[src/rtl/inst_loader_pkg.sv]
// Shared constants and loader state encoding for the instruction-memory loader.
package inst_loader_pkg;

  localparam int ADDR_SIZE           = 5;
  localparam int DATA_SIZE           = 32;
  localparam int MEM_LEN             = 32;
  localparam int LOAD_BYTES_PER_WORD = 4;

  typedef enum logic [2:0] {
    IDLE    = 3'd0,
    LEN_CHK = 3'd1,
    DATA    = 3'd2,
    CSUM    = 3'd3,
    DONE    = 3'd4,
    ERR     = 3'd5
  } load_state_e;

endpackage

[src/rtl/inst_loader_word_packer.sv]
// Packs a little-endian byte stream into words; pulses word_valid with the packed word.
module word_packer
  import inst_loader_pkg::*;
#(
  parameter int DATA_SIZE = inst_loader_pkg::DATA_SIZE
) (
  input  logic                 clk,
  input  logic                 reset,
  input  logic                 byte_valid,
  input  logic [7:0]           byte_in,
  output logic                 last_byte,
  output logic                 word_valid,
  output logic [DATA_SIZE-1:0] word
);

  localparam int BPW = DATA_SIZE / 8;
  localparam int CW  = (BPW > 1) ? $clog2(BPW) : 1;

  logic [CW-1:0]        cnt;
  logic [DATA_SIZE-1:0] shift_q;
  logic [DATA_SIZE-1:0] shifted;

  // New bytes enter at the top so the first byte ends up least significant.
  assign shifted   = (shift_q >> 8) | (DATA_SIZE'(byte_in) << (DATA_SIZE - 8));
  assign last_byte = (cnt == CW'(BPW - 1));

  always_ff @(posedge clk) begin
    if (reset) begin
      cnt        <= '0;
      shift_q    <= '0;
      word       <= '0;
      word_valid <= 1'b0;
    end else begin
      word_valid <= 1'b0;
      if (byte_valid) begin
        shift_q <= shifted;
        if (last_byte) begin
          cnt        <= '0;
          word       <= shifted;
          word_valid <= 1'b1;
        end else begin
          cnt <= cnt + 1'b1;
        end
      end
    end
  end

endmodule

[src/rtl/inst_loader.sv]
// Framed byte-stream loader: length, data words, XOR checksum; writes instruction memory from address 0.
module inst_loader
  import inst_loader_pkg::*;
#(
  parameter int ADDR_SIZE = inst_loader_pkg::ADDR_SIZE,
  parameter int DATA_SIZE = inst_loader_pkg::DATA_SIZE,
  parameter int MEM_LEN   = inst_loader_pkg::MEM_LEN
) (
  input  logic                 clk,
  input  logic                 reset,
  input  logic                 in_valid,
  output logic                 in_ready,
  input  logic [7:0]           in_byte,
  output logic                 mem_we,
  output logic [ADDR_SIZE-1:0] mem_addr,
  output logic [DATA_SIZE-1:0] mem_wdata,
  output logic                 busy,
  output logic                 load_done,
  output logic                 load_error,
  output logic [2:0]           dbg_state
);

  // Handshake: a byte transfers on a rising edge where in_valid && in_ready;
  // in_ready depends only on state and reset, never on in_valid.
  load_state_e          state;
  logic [7:0]           len_q;
  logic [7:0]           xor_q;
  logic [ADDR_SIZE:0]   addr_cnt;
  logic                 hs;
  logic                 data_hs;
  logic                 last_byte;

  assign in_ready  = !reset && (state == IDLE || state == DATA || state == CSUM);
  assign hs        = in_valid && in_ready;
  assign data_hs   = hs && (state == DATA);
  assign dbg_state = state;

  word_packer #(.DATA_SIZE(DATA_SIZE)) u_packer (
    .clk        (clk),
    .reset      (reset),
    .byte_valid (data_hs),
    .byte_in    (in_byte),
    .last_byte  (last_byte),
    .word_valid (mem_we),
    .word       (mem_wdata)
  );

  always_ff @(posedge clk) begin
    if (reset) begin
      state      <= IDLE;
      len_q      <= '0;
      xor_q      <= '0;
      addr_cnt   <= '0;
      mem_addr   <= '0;
      busy       <= 1'b0;
      load_done  <= 1'b0;
      load_error <= 1'b0;
    end else begin
      case (state)
        IDLE: begin
          xor_q    <= '0;
          addr_cnt <= '0;
          if (hs) begin
            len_q <= in_byte;
            xor_q <= in_byte;
            busy  <= 1'b1;
            state <= LEN_CHK;
          end
        end
        LEN_CHK: begin
          if (len_q == 8'd0 || 32'(len_q) > 32'(MEM_LEN)) begin
            busy       <= 1'b0;
            load_error <= 1'b1;
            state      <= ERR;
          end else begin
            state <= DATA;
          end
        end
        DATA: begin
          if (hs) begin
            xor_q <= xor_q ^ in_byte;
            if (last_byte) begin
              mem_addr <= addr_cnt[ADDR_SIZE-1:0];
              addr_cnt <= addr_cnt + 1'b1;
              if (32'(addr_cnt) + 32'd1 == 32'(len_q)) state <= CSUM;
            end
          end
        end
        CSUM: begin
          if (hs) begin
            busy <= 1'b0;
            if (in_byte == xor_q) begin
              load_done <= 1'b1;
              state     <= DONE;
            end else begin
              load_error <= 1'b1;
              state      <= ERR;
            end
          end
        end
        DONE, ERR: ;
        default: state <= IDLE;
      endcase
    end
  end

endmodule

[config.mk]
export PLATFORM = sky130hd
export DESIGN_NAME = inst_loader
export DESIGN_NICKNAME = d
export VERILOG_FILES = /design/src/rtl/inst_loader_pkg.sv /design/src/rtl/inst_loader_word_packer.sv /design/src/rtl/inst_loader.sv
export SDC_FILE = /design/constraint.sdc
export NUM_CORES = 1
export LEC_CHECK = 0
export CAP_MARGIN = 25
export CORE_ASPECT_RATIO = 1.5
export CORE_MARGIN = 1
export CORE_UTILIZATION = 56
export CTS_BUF_LIST = sky130_fd_sc_hd__clkbuf_2 sky130_fd_sc_hd__clkbuf_4 sky130_fd_sc_hd__clkbuf_8
export CTS_CLUSTER_DIAMETER = 200
export DETAILED_ROUTE_END_ITERATION = 10
export HOLD_SLACK_MARGIN = 0.06
export PLACE_DENSITY_LB_ADDON = 0.15
export SLEW_MARGIN = 20
export SYNTH_ARGS = -nofsm -noshare
export SYNTH_HDL_FRONTEND = slang
export SYNTH_SLANG_ARGS = --single-unit
[constraint.sdc]
create_clock -name clk -period 2.7 [get_ports clk]
set_clock_uncertainty 0.05 [all_clocks]
set_input_delay 0.54 -clock clk [delete_from_list [all_inputs] [get_ports clk]]
set_output_delay 0.54 -clock clk [all_outputs]
set_load 0.05 [all_outputs]
After elaboration in Yosys (flattened, before gate mapping) --
Cells that the tools add are included.
Word-level totals: register bits after elaboration 100, word-level logic and storage cells 82, input port bits 11
Operators by class: bitwise logic cells 4, equality and inequality tests 15, muxes and demuxes 24, reduce and logical (&&, ||, !) cells 23, $lt $le $gt $ge 1, add/sub/neg operators 3
Operator list (count):
- $or A24 B32 Y32 | 1
- $mux W3 | 6
- $mux W8 | 2
- $pmux W8 S2 | 1
- $pmux W3 S5 | 1
- $mux W6 | 2
- $ne A2 B2 Y1 const B | 6
- $pmux W6 S2 | 1
- $reduce_and A3 Y1 | 3
- $eq A7 B8 Y1 | 1
- $eq A8 B8 Y1 | 1
- $gt A8 B6 Y1 const B | 1
- $logic_not A8 Y1 | 1
- $mux W1 | 8
- $reduce_and A4 Y1 | 2
- $xor A8 B8 Y8 | 1
- $add A6 B1 Y7 const B | 1
- $add A6 B1 Y6 const B | 1
- $eq A3 B2 Y1 const B | 2
- $eq A3 B3 Y1 const B | 2
- $reduce_and A2 Y1 | 3
- $reduce_and A6 Y1 | 1
- $reduce_bool A2 Y1 | 2
- $reduce_or A2 Y1 | 2
- 13 further kinds | 18

Depth between registers and ports, before layout --
depth in word-level cells 8, gate-level depth with buffers 9, gate-level depth less buffers 7

By module --
A second synthesis with hierarchy kept.
Unflattened totals: cell total of the unflattened synthesis 459, area total of the unflattened synthesis 4226.6 sq um
By module, submodules not included:
- word_packer | area each 2374.8 sq um, instances 1, sequential area each 1181.1 sq um, cells an instance 235
- inst_loader | area each 1851.8 sq um, instances 1, sequential area each 660.6 sq um, cells an instance 224

Least setup slack after synthesis --
No wires, ideal clock.
path type register to output, start reg state[1] (netlist: dbg_state[1]), end out in_ready, data arrival time 2.078 ns, cell stages (with the launch flop) 4, slack 0.032 ns, required time 2.110 ns, path through dfxtp_1 > buf_6 > and2b_2 > nor3_1
Between the ends: word-level cells in the longest chain between the ends 4, elaborated cells between the ends (all ways) 6, classes of those cells eq/ne (2); reduce/logical (4)
RTL lines:
- start: declaration | line inst_loader.sv:25 | load_state_e state;
- start signal: assignment | line inst_loader.sv:50 | state <= IDLE;
- start signal: assignment | line inst_loader.sv:67 | state <= LEN_CHK;
- start signal: assignment | line inst_loader.sv:74 | state <= ERR;
- $eq A3 B2 Y1 / $logic_not A3 Y1 (equally long branches) | line inst_loader.sv:33 | assign in_ready = !reset && (state == IDLE || state == DATA || state == CSUM);
- $logic_or A1 B1 Y1 | line inst_loader.sv:33
- $logic_or A1 B1 Y1 (*) | line inst_loader.sv:33
- $logic_and A1 B1 Y1 (*) | line inst_loader.sv:33
- end: declaration | line inst_loader.sv:12 | output logic in_ready,
Mark *: on every way between the ends. The rest lies on a longest branch, timed or not.

Final worst setup path --
start reg state[1] (netlist: dbg_state[1]), end out dbg_state[1]
RTL lines:
- end: declaration | line inst_loader.sv:20 | output logic [2:0] dbg_state
No word-level cell between the ends.

==> run metrics <==
status completed; Ports 56; gpl congestion roughly 0.9; CP required 2.11 ns; Worst EP arrival 1.87 ns; first-pass GRT wire length 14430 um; Overflow after GRT 0; share of the synthesized area in the top cell type 0.4768; Post-CTS Resized 0; Reg2Reg Capture Point dbg_state[0]$_SDFFE_PP0P_; fmax 406.9 MHz; Final Util 0.6988; crit path time final 2.458 ns; Worst-Skew Late Latency approximately 0.36 ns; Post-route DRC 0; Reg clk slew, reported paths 0.08 ns; Critical Path Sink Type output pin; RSZ-0062 raised after global routing false; Max Cap Violations 0; top cells by area, synth dfxtp_1, nand2_1, a21oi_1; Tcrit/Tclk final 0.9103; critical path peak fanout 13; Mean Syn Cell Area 8.064 um2; PwrDens between 600 and 700 nW/um2; Netlist cell types 49; Core Area 6576 um2; vias in the first global route 3068; Final Hold Fails 0; number of antenna violations at the first check in global routing 0; CTS root buffer clkbuf_8; sequential share of the synthesized area 0.4768; area occupied by multi-input gates between 1500 and 2000 um2; Min-Delay Path Class flip-flop to flip-flop; Min-Delay Endpoint u_packer.word[3]$_SDFFE_PP0P_; H-tree depth 3; Hold Buf Count CTS 0; die area 7240 um2; critical path type flip-flop to output pin; worst-case reg-to-reg path depth 7; R2R Setup Slk 0.26 ns; Post-Synthesis Cells 479; IO Port Bufs 55; 1st-iter DRT viols 215; Via-to-Cell Ratio 5.688; # fillers between 500 and 600; share of post-route cells with drive strength above 1 0.07252; final setup TNS 0 ns; CTS Buf Count 9; effective utilization at floorplan 0.5873; max_slew headroom 0.6147; via count 3413; Synth Net Count 492; Row Count 36; Primary FF master, synth dfxtp_1; Max VDD drop ~0.59 mV; Post-DRT Antenna Nets 0; Final Setup Violations 0; EDFF count, synth 0; clk buf depth 2; Die Span X 69.81 um; worst flop-to-flop path startpoint addr_cnt[0]$_SDFFE_PP0P_; Overall Global Routing Usage 0.2482; Setup Fix Bufs, Post-CTS 0; asr flop ratio synth 0; CTS tree yes; critical path launch point type flip-flop; Wirelength per Cell 14.55 um; post-synth top area cell dfxtp_1; Leak 1.546 nW; Area Overhead vs Synth 18.98%; # diodes 0; hold_sp u_packer.word[3]$_SDFFE_PP0P_; final wirelength 8731 um; Worst-Margin Slew 0.5779 ns; TritonRoute pass-1 iters 4; largest net degree at the start of global routing 57; TritonCTS Sinks 92; register area 1842 um2; hold path cells 2; Slew Viols, Final 0; # nets final 532; Yosys warning count 0; Tot Pwr between 0.003 and 0.004 W; detailed-placement wirelength estimate between 5000 and 6000 um; synthesized area 3862 um2; Synth Register Bits 92; Die Height between 100 and 150 um
==> logic make-up (layout without fill, tap and decap cells) <==
kind of cell	Yosys count	count (layout)	share of synthesized area
AND/OR/NAND/NOR	193	193	0.2190
flip-flops	92	92	0.4768
AO/OA/AOI/OAI	120	120	0.1717
buffers and inverters	41	86	0.05021
XOR/XNOR	14	14	0.03174
multiplexers	16	16	0.04146
adder cells (fa/ha/maj)	3	3	0.009069
==> cell usage after synthesis (2+ instances only) <==
library cell and instances:
nor3_1 6, mux2i_1 16, o21ai_0 13, o211ai_1 2, ha_1 2, or4_4 2, dfxtp_1 92, inv_1 4
nor2_1 22, a21oi_1 91, a22oi_1 2, or3_1 2, nand3_1 11, a21o_1 2, or3b_2 2, nand2_1 129
and4_1 2, buf_6 3, buf_2 7, or4_1 2, nand4_1 4, xnor2_1 10, xor2_1 4, clkbuf_1 23
nand2b_1 2
==> metrics by stage <==
step | instances | setup WS (ns) | hold WS [ns] | instance area, um2
after global routing | 600 | 0.1066 | 0.4234 | 4596
final | 600 | 0.2422 | 0.4053 | 4596
after global placement | 584 | 0.2646 | 0.3886 | 4413
after CTS | 600 | 0.2253 | 0.4073 | 4596
after detailed placement | 584 | 0.1839 | 0.3956 | 4413
after floorplan | 479 | 0.03200 | 0.3822 | 3862
==> cell usage in the layout (no fill, tap or decap), types with 2 or more instances in the layout <==
master | synthesis | routed
nand2_1 | 129 | 129
dfxtp_1 | 92 | 92
a21oi_1 | 91 | 91
clkdlybuf4s50_1 | 0 | 53
nor2_1 | 22 | 22
mux2i_1 | 16 | 16
o21ai_0 | 13 | 13
nand3_1 | 11 | 11
xnor2_1 | 10 | 10
clkbuf_8 | 0 | 10
buf_4 | 1 | 10
nor3_1 | 6 | 6
inv_1 | 4 | 4
nand4_1 | 4 | 4
xor2_1 | 4 | 4
clkbuf_4 | 1 | 3
and4_1 | 2 | 2
or4_1 | 2 | 2
or3_1 | 2 | 2
o211ai_1 | 2 | 2
or4_4 | 2 | 2
or3b_2 | 2 | 2
nand2b_1 | 2 | 2
a22oi_1 | 2 | 2
a21o_1 | 2 | 2
ha_1 | 2 | 2
clkinv_4 | 0 | 2
==> worst max-delay path: stages, from the launching register on <==
cell and delay, ns:
dfxtp_1 0.43, buf_4 0.24, clkdlybuf4s50_1 0.83
==> report_power, final <==
group          internal, W  leakage, nW  switching, W
Clock             0.000393       0.0978      0.000475
Sequential         0.00141        0.743     0.0000753
Combinational     0.000265        0.705      0.000435
Total              0.00207         1.55      0.000985
==> flip-flops by register name, summed over array words and instances (netlist names) <==
signal               cells
u_packer.cnt             2
xor_q                    8
addr_cnt                 6
u_packer.word           32
dbg_state                3
load_done                1
len_q                    8
u_packer.word_valid      1
mem_addr                 5
u_packer.shift_q        24
load_error               1
busy                     1
==> cell type report <==
class,count,share of cell area
Multi-Input combinational cell,346,0.3975
Clock inverter,3,0.004901
Timing Repair Buffer,65,0.1372
Sequential cell,92,0.4008
Tap cell,76,0.02069
Clock buffer,13,0.03485
Inverter,5,0.004084
==> how the worst max path moves through the flow <==
stage,start,to,slack [ns]
floorplan,dbg_state[1]$_SDFFE_PP0P_,in_ready,0.03
global placement,in_valid,dbg_state[0]$_SDFFE_PP0P_,0.26
detailed placement,in_valid,dbg_state[0]$_SDFFE_PP0P_,0.18
CTS,dbg_state[1]$_SDFFE_PP0P_,dbg_state[1],0.23
global route,addr_cnt[0]$_SDFFE_PP0P_,dbg_state[0]$_SDFFE_PP0P_,0.11
finish,dbg_state[1]$_SDFFE_PP0P_,dbg_state[1],0.24
==> metal layers <==
layer  up-vias  GRT usage  wire length [um]
li1       1695          -                 -
met1      1620     0.2990              3648
met3        14    0.05934               397
met5         -          0                 0
met4         0    0.09286               159
met2        84     0.4231              4526
No activity file was read; power rests on OpenSTA's default activity.
